File: src/rtl/iterative_normalizer.sv
// Iterative normalizer / count-leading-zeros unit.
// A binary search over the leading-zero count runs one stage per cycle,
// starting at the widest stage (BITS/2) and ending at the 1-bit stage.
// The result comes out with the most significant 1 at bit BITS-1, together
// with the shift amount that got it there.
//
// Handshakes: a transfer happens on a rising edge where valid and ready are
// both high. in_ready is high only in IDLE. out_valid is high only in DONE
// and stays high, with out/shamt/zero frozen, until out_ready is seen.
module iterative_normalizer #(
    parameter int  BITS = 32,
    localparam int L    = $clog2(BITS)
) (
    input  logic            clk,
    input  logic            rst_n,
    input  logic            in_valid,
    output logic            in_ready,
    input  logic [BITS-1:0] a,
    output logic            out_valid,
    input  logic            out_ready,
    output logic [BITS-1:0] out,
    output logic [L-1:0]    shamt,
    output logic            zero
);

    typedef enum logic [1:0] {
        ST_IDLE  = 2'd0,
        ST_SHIFT = 2'd1,
        ST_DONE  = 2'd2
    } state_t;

    localparam logic [L-1:0] K_TOP = L'(L - 1);

    state_t          state_q, state_d;
    logic [BITS-1:0] work_q, work_d;
    logic [L-1:0]    shamt_q, shamt_d;
    logic [L-1:0]    k_q, k_d;
    logic            zero_q, zero_d;

    // Stage k looks at the top 2^k bits of the work register.
    int unsigned     stage_w;
    logic [BITS-1:0] top_bits;
    logic [BITS-1:0] shifted;

    // State and datapath registers; reset clears every visible output.
    always_ff @(posedge clk or negedge rst_n) begin
        if (!rst_n) begin
            state_q <= ST_IDLE;
            work_q  <= '0;
            shamt_q <= '0;
            k_q     <= '0;
            zero_q  <= 1'b0;
        end else begin
            state_q <= state_d;
            work_q  <= work_d;
            shamt_q <= shamt_d;
            k_q     <= k_d;
            zero_q  <= zero_d;
        end
    end

    // Next-state logic: accept in IDLE, one search stage per cycle in SHIFT,
    // hold the result in DONE until the consumer takes it.
    always_comb begin
        state_d  = state_q;
        work_d   = work_q;
        shamt_d  = shamt_q;
        k_d      = k_q;
        zero_d   = zero_q;
        stage_w  = 32'd1 << k_q;
        top_bits = work_q >> (BITS - stage_w);
        shifted  = work_q << stage_w;

        case (state_q)
            ST_IDLE: begin
                if (in_valid) begin
                    shamt_d = '0;
                    if (a != '0) begin
                        work_d  = a;
                        k_d     = K_TOP;
                        zero_d  = 1'b0;
                        state_d = ST_SHIFT;
                    end else begin
                        // All-zero input skips the search entirely.
                        work_d  = '0;
                        zero_d  = 1'b1;
                        state_d = ST_DONE;
                    end
                end
            end
            ST_SHIFT: begin
                if (top_bits == '0) begin
                    work_d       = shifted;
                    shamt_d[k_q] = 1'b1;
                end
                if (k_q == '0) begin
                    state_d = ST_DONE;
                end else begin
                    k_d = k_q - 1'b1;
                end
            end
            ST_DONE: begin
                if (out_ready) begin
                    state_d = ST_IDLE;
                end
            end
            default: begin
                state_d = ST_IDLE;
            end
        endcase
    end

    assign in_ready  = (state_q == ST_IDLE);
    assign out_valid = (state_q == ST_DONE);
    assign out       = work_q;
    assign shamt     = shamt_q;
    assign zero      = zero_q;

endmodule

File: config.mk
export PLATFORM = sky130hd
export DESIGN_NAME = iterative_normalizer
export DESIGN_NICKNAME = d
export VERILOG_FILES = /design/src/rtl/iterative_normalizer.sv
export SDC_FILE = /design/constraint.sdc
export NUM_CORES = 1
export LEC_CHECK = 0
export ABC_CLOCK_PERIOD_IN_PS = 9300
export BUFFER_PORTS_ARGS = -buffer_cell sky130_fd_sc_hd__buf_2
export CAP_MARGIN = 10
export CELL_PAD_IN_SITES_DETAIL_PLACEMENT = 0
export CELL_PAD_IN_SITES_GLOBAL_PLACEMENT = 2
export CORE_MARGIN = 2
export CORE_UTILIZATION = 36
export CTS_BUF_LIST = sky130_fd_sc_hd__clkbuf_8
export CTS_CLUSTER_SIZE = 12
export DETAILED_ROUTE_END_ITERATION = 6
export GPL_TIMING_DRIVEN = 0
export MAX_ROUTING_LAYER = met4
export PLACE_DENSITY = 0.95
export SYNTH_ARGS = -nofsm -noshare
export SYNTH_HDL_FRONTEND = slang
export SYNTH_SLANG_ARGS = --single-unit
File: constraint.sdc
create_clock -name clk -period 9.3 [get_ports clk]
set_clock_uncertainty 0.15 [all_clocks]
set_input_delay 0 -clock clk [delete_from_list [all_inputs] [get_ports clk]]
set_output_delay 0 -clock clk [all_outputs]
set_load 0.02 [all_outputs]
## Word-level counts from Yosys, hierarchy flattened

Index checks and enable logic that the tools add are counted.

| word-level totals | value |
|---|---|
| word-level logic and storage cells | 50 |
| register bits | 45 |
| output and inout port bits | 40 |
| bits of input ports | 36 |

| cells by class | value |
|---|---|
| bitwise gates (word level) | 1 |
| eq/ne operators | 8 |
| shift-type cells | 3 |
| add/subtract/negate cells | 2 |
| muxes and demuxes | 19 |
| order comparisons | 2 |
| reductions and logical operators | 10 |

Operators with widths:

| kind | count |
|---|---|
| 32-bit two-way mux | 3 |
| 32-bit case mux with 2 select lines | 1 |
| 32-bit zero test | 1 |
| 32-bit nonzero test | 1 |
| 1-bit by 5-bit << shifter with 32-bit output (first input constant) | 1 |
| 32-bit by 32-bit << shifter with 32-bit output | 1 |
| 32-bit by 32-bit >> shifter with 32-bit output | 1 |
| 6-bit by 32-bit subtractor with 32-bit output (first input constant) | 1 |
| 5-bit two-way mux | 5 |
| 5-bit case mux with 2 select lines | 2 |
| 2-bit two-way mux | 4 |
| 2-bit != test (second input constant) | 4 |
| 2-bit case mux with 3 select lines | 1 |
| 3-bit AND reduction | 2 |
| 5-bit by 1-bit >= comparator with 1-bit output (second input constant) | 1 |
| 5-bit zero test | 1 |
| 5-bit by 4-bit less-than comparator with 1-bit output (second input constant) | 1 |
| 5-bit bitwise OR | 1 |
| 5-bit by 1-bit subtractor with 5-bit output (second input constant) | 1 |
| 2-bit by 1-bit != test with 1-bit output (second input constant) | 2 |
| 4-bit AND reduction | 1 |
| 1-bit demux with 3-bit select | 1 |
| 2-bit by 1-bit equality test with 1-bit output (second input constant) | 1 |
| 2-bit equality test (second input constant) | 1 |
| 5 further kinds | 6 |

## Longest topological paths before layout

| logic depth | value |
|---|---|
| word-level depth | 7 |
| depth in mapped cells | 22 |

## Worst setup path after synthesis

OpenSTA, ideal clock, no wires.

| timing | value |
|---|---|
| kind | reg-to-reg |
| start point | register k_q[0] |
| end point | register work_q[31], in the netlist out[31] |
| path buffers | 7 |
| arrival time | 4.282 ns |
| stages on the path, launching flop included | 21 |
| period minus slack after synthesis | 4.558 ns |
| path slack | 4.742 ns |
| setup time | 0.125 ns |
| path through | dfrtp_1 -> inv_1 -> ha_1 -> buf_2 -> nor4b_4 -> inv_2 -> buf_2 -> buf_2 -> buf_1 -> ha_1 -> clkbuf_1 -> clkbuf_1 -> a21oi_1 -> o22ai_2 -> a21oi_1 -> nor4_1 -> o2111ai_1 -> a21oi_1 -> buf_4 -> nand2_2 -> mux2_4 |

| between the ends | value |
|---|---|
| word-level cells in the longest chain between the ends | 6 |

Ends and longest elaborated chain:

| what | RTL line | RTL |
|---|---|---|
| start: declaration | 37 | `logic [L-1:0] k_q, k_d;` |
| start signal: assignment | 57 | `k_q <= k_d;` |
| 1-bit by 5-bit << shifter with 32-bit output * | 70 | `stage_w = 32'd1 << k_q;` |
| 6-bit by 32-bit subtractor with 32-bit output | 71 | `top_bits = work_q >> (BITS - stage_w);` |
| 32-bit by 32-bit >> shifter with 32-bit output | 71 |  |
| 32-bit zero test | 92 | `if (top_bits == '0) begin` |
| 2-bit != test (no source line) | - |  |
| 3-bit AND reduction (no source line) | - |  |
| end signal: assignment | 55 | `work_q <= work_d;` |
| end: declaration | 35 | `logic [BITS-1:0] work_q, work_d;` |

Mark *: on every way between the ends. The rest lies on a longest branch, timed or not. The select of a mux whose other input is x is not followed.
A chain may end at the register's enable or synchronous reset.

## Final worst setup path

| timing | value |
|---|---|
| start point | register k_q[0] |
| end point | register work_q[24], in the netlist out[24] |

Same word-level chain as after synthesis.

==> summary.md <==
| Metric | Value |
|---|---|
| Outcome | `completed` |
| Mean post-synth cell area | `7.29 um2` |
| R2R setup slack | `2720 ps` |
| Largest net degree at the start of global routing | `46` |
| Seq/Total Area, Yosys | `24.7%` |
| TritonCTS clock tree | `yes` |
| CTS buffer count | `5` |
| Commonest non-fill, non-tap cells in the layout | `buf_2, nand2_1, nor2_1` |
| Fin Setup TNS | `0 ps` |
| Nature of the critical path endpoint | `flip-flop` |
| Adder-Cell Fraction of Synth Area | `1.65%` |
| Vias in the first global route | `5,424` |
| Post-CTS Resized | `0` |
| Drt via density | `6.38` |
| Maximum buffer depth of the clock tree | `2` |
| WP data required | `9330 ps` |
| Worst slew pin tran | `1120 ps` |
| Yosys reg bits | `45` |
| Yosys warning total | `0` |
| Stages on the worst setup path | `20` |
| Gr usage total | `34.3%` |
| CP Class | `flip-flop to flip-flop` |
| Final WL | `22,700 um` |
| Slew Limit Headroom | `25.5%` |
| Clock period minus worst slack | `6580 ps` |
| DRC viols | `0` |
| CTS Root Cell | `clkbuf_8` |
| Worst skew pair latency | `310 ps` |
| Critical Path AT | `6610 ps` |
| Final-report setup violation count | `0` |
| Worst path bufs/invs | `10` |
| Via count | `5,833` |
| Hold Path Class | `input port to flip-flop` |
| Clk sink count | `45` |
| Post-synth EDFFs | `0` |
| Compound-Gate Fraction of Synth Area | `33.3%` |
| Layout net count | `783` |
| First-pass GRT wire length | `33,700 um` |
| DPL Wire Length | `17,400 um` |
| Ranking of synthesized cells by area | `dfrtp_1, a21oi_1, nand2_1` |
| Crit share post-route | `70.8%` |
| Number of buffers added on ports | `75` |
| Gpl congestion | `1.01` |
| Initial Util | `36.5%` |
| Final Slew Violations | `0` |
| Fin. Hold Viols | `0` |
| # IOs | `76` |
| Critical-path cell list | `inv_1 > ha_1 > buf_2 > nor4b_4 > inv_2 > buf_2 > buf_2 > buf_1 > ha_1 > clkbuf_1 > clkbuf_1 > a21oi_1 > o22ai_2 > a21oi_1 > nor4_1 > o2111ai_1 > a21oi_1 > buf_4 > buf_2 > a31oi_1` |
| Asr flop ratio synth | `100%` |
| Max Cap Viol | `0` |
| First DRT Iteration DRCs | `713` |
| Clock transition at path regs | `90 ps` |
| DRT antenna net count | `0` |
| Yosys top cell by area | `dfrtp_1` |
| Core area | `12,500 um2` |
| Count of cell types in the netlist | `69` |
| Unrepaired setup endpoints after global routing | `false` |
| Type of origin of the critical path | `flip-flop` |
| Die area | `13,600 um2` |
| Mapped Nets | `668` |
| Dominant synthesized flop cell | `dfrtp_1` |
| Synth Cell Area | `4560 um2` |
| Crit-path most repeated cell | `buf_2` |
| Reg2reg start | `k_q[0]` |
| Synth Instances | `626` |
| Slowest stage cell, crit path | `nor4b_4` |
| Post-synthesis xor/xnor area fraction | `0.768%` |
| Area growth, synth to finish | `22.0%` |
| Crit-path leading delay family | `buffers and inverters` |
| WL per Instance | `24.8 um` |
| CP Launch Point | `k_q[0]` |
| Share of cells above drive strength 1 | `15.6%` |
| Crit-path max FO | `10` |
| Worst R2R Path Depth | `20` |
| Crit path to | `out[24]` |
| DRT Pass-1 Iters | `5` |
| Initial antenna violation count | `0` |
| Rows | `41` |
| Die Ht | `117 um` |
| Ant diodes | `0` |
| Peak Freq | `152 MHz` |
| Largest family of logic cells by synthesized area | `compound AO/OA/AOI/OAI gates` |
| Commonest non-fill, non-tap cell in the layout | `buf_2` |
| R2R Path End | `out[24]` |
| Max incr delay on CP | `640 ps` |
| Top cell type's share of synthesized area | `24.7%` |
| DIE WIDTH | `117 um` |
| H-tree Lvls | `2` |
| Grt ovf | `0` |
| Post-Synth Simple-Gate Area | `27.1%` |
| Mux contribution to synthesized area | `6.55%` |
## routing by layer
layer | share of wire [%] | vias up | GRT usage [%]
met3 | 8.3 | 48 | 4.20
met4 | 3.2 | 0 | 12.2
li1 | - | 2603 | -
met2 | 44 | 378 | 49.6
met1 | 44 | 2804 | 49.3
met5 | 0 | - | -
## state kept, by name, summed over array words and instances, names as in the netlist
register	flops
out	32
shamt	5
k_q	5
zero	1
state_q	2
## how the worst min path moves through the flow
stage / slack, ps / from / to / cells after the start
after detailed placement: 110 / rst_n / out[3] / 1
after floorplan: -450 / rst_n / k_q[0] / 0
final: 9 / a[28] / out[28] / 4
after CTS: 4 / a[28] / out[28] / 4
after global placement: 90 / rst_n / out[3] / 1
after global routing: 70 / a[28] / out[28] / 4
## worst reg2reg max path, cell delays in order (launching register included)
cell       delay [ps]
dfrtp_1           480
inv_1             210
ha_1              170
buf_2             250
nor4b_4           640
inv_2             170
buf_2             240
buf_2             240
buf_1             360
ha_1              580
clkbuf_1          380
clkbuf_1          410
a21oi_1           150
o22ai_2           230
a21oi_1            90
nor4_1            450
o2111ai_1         200
a21oi_1           310
buf_4             280
buf_2             320
a31oi_1           140
## Yosys cell counts, drive strengths merged, types with 14 or more instances
cell type  instances
and2              15
a21oi             68
dfrtp             45
a22oi             18
nor3              19
nor2              73
o21ai             20
a41oi             14
buf               22
mux2i             19
a31oi             22
nand2             82
clkbuf            29
## what timing repair did
action                    in CTS  in global routing
hold endpoints to repair      81                  0
hold buffers                  33                  0
setup buffers                  0                  0
## logic make-up after synthesis
family / after synthesis
and+or+nand+nor: 258
DFF: 45
buffers and inverters: 62
adders and majority gates: 6
muxes: 27
xor gates and xnor gates: 4
AOI/OAI and AO/OA: 224
## area by class of cell
cell class	count	area, um2
clock buffer	5	68.8
buffer	51	233
sequential	45	1130
timing repair buffer	108	706
tap	172	215
multi-input combinational	519	3160
clock inverter	3	15.0
fill	1356	6950
inverter	11	41.3
## metrics by stage
step | cell area, um2 | worst slack (ps) | hold slack [ps] | util, % | cells
final | 5570 | 2720 | 8.53 | 44.5 | 914
after global routing | 5570 | 2260 | 68.6 | 44.5 | 914
after CTS | 5570 | 2750 | 4.47 | 44.5 | 914
after detailed placement | 5150 | 2780 | 105 | 41.2 | 873
after global placement | 5150 | 2860 | 88.7 | 41.2 | 873
after floorplan | 4560 | 4740 | -446 | - | 626
Power is not shown: default switching activity piles up to over one toggle a cycle in this logic, so the estimate is an artifact.
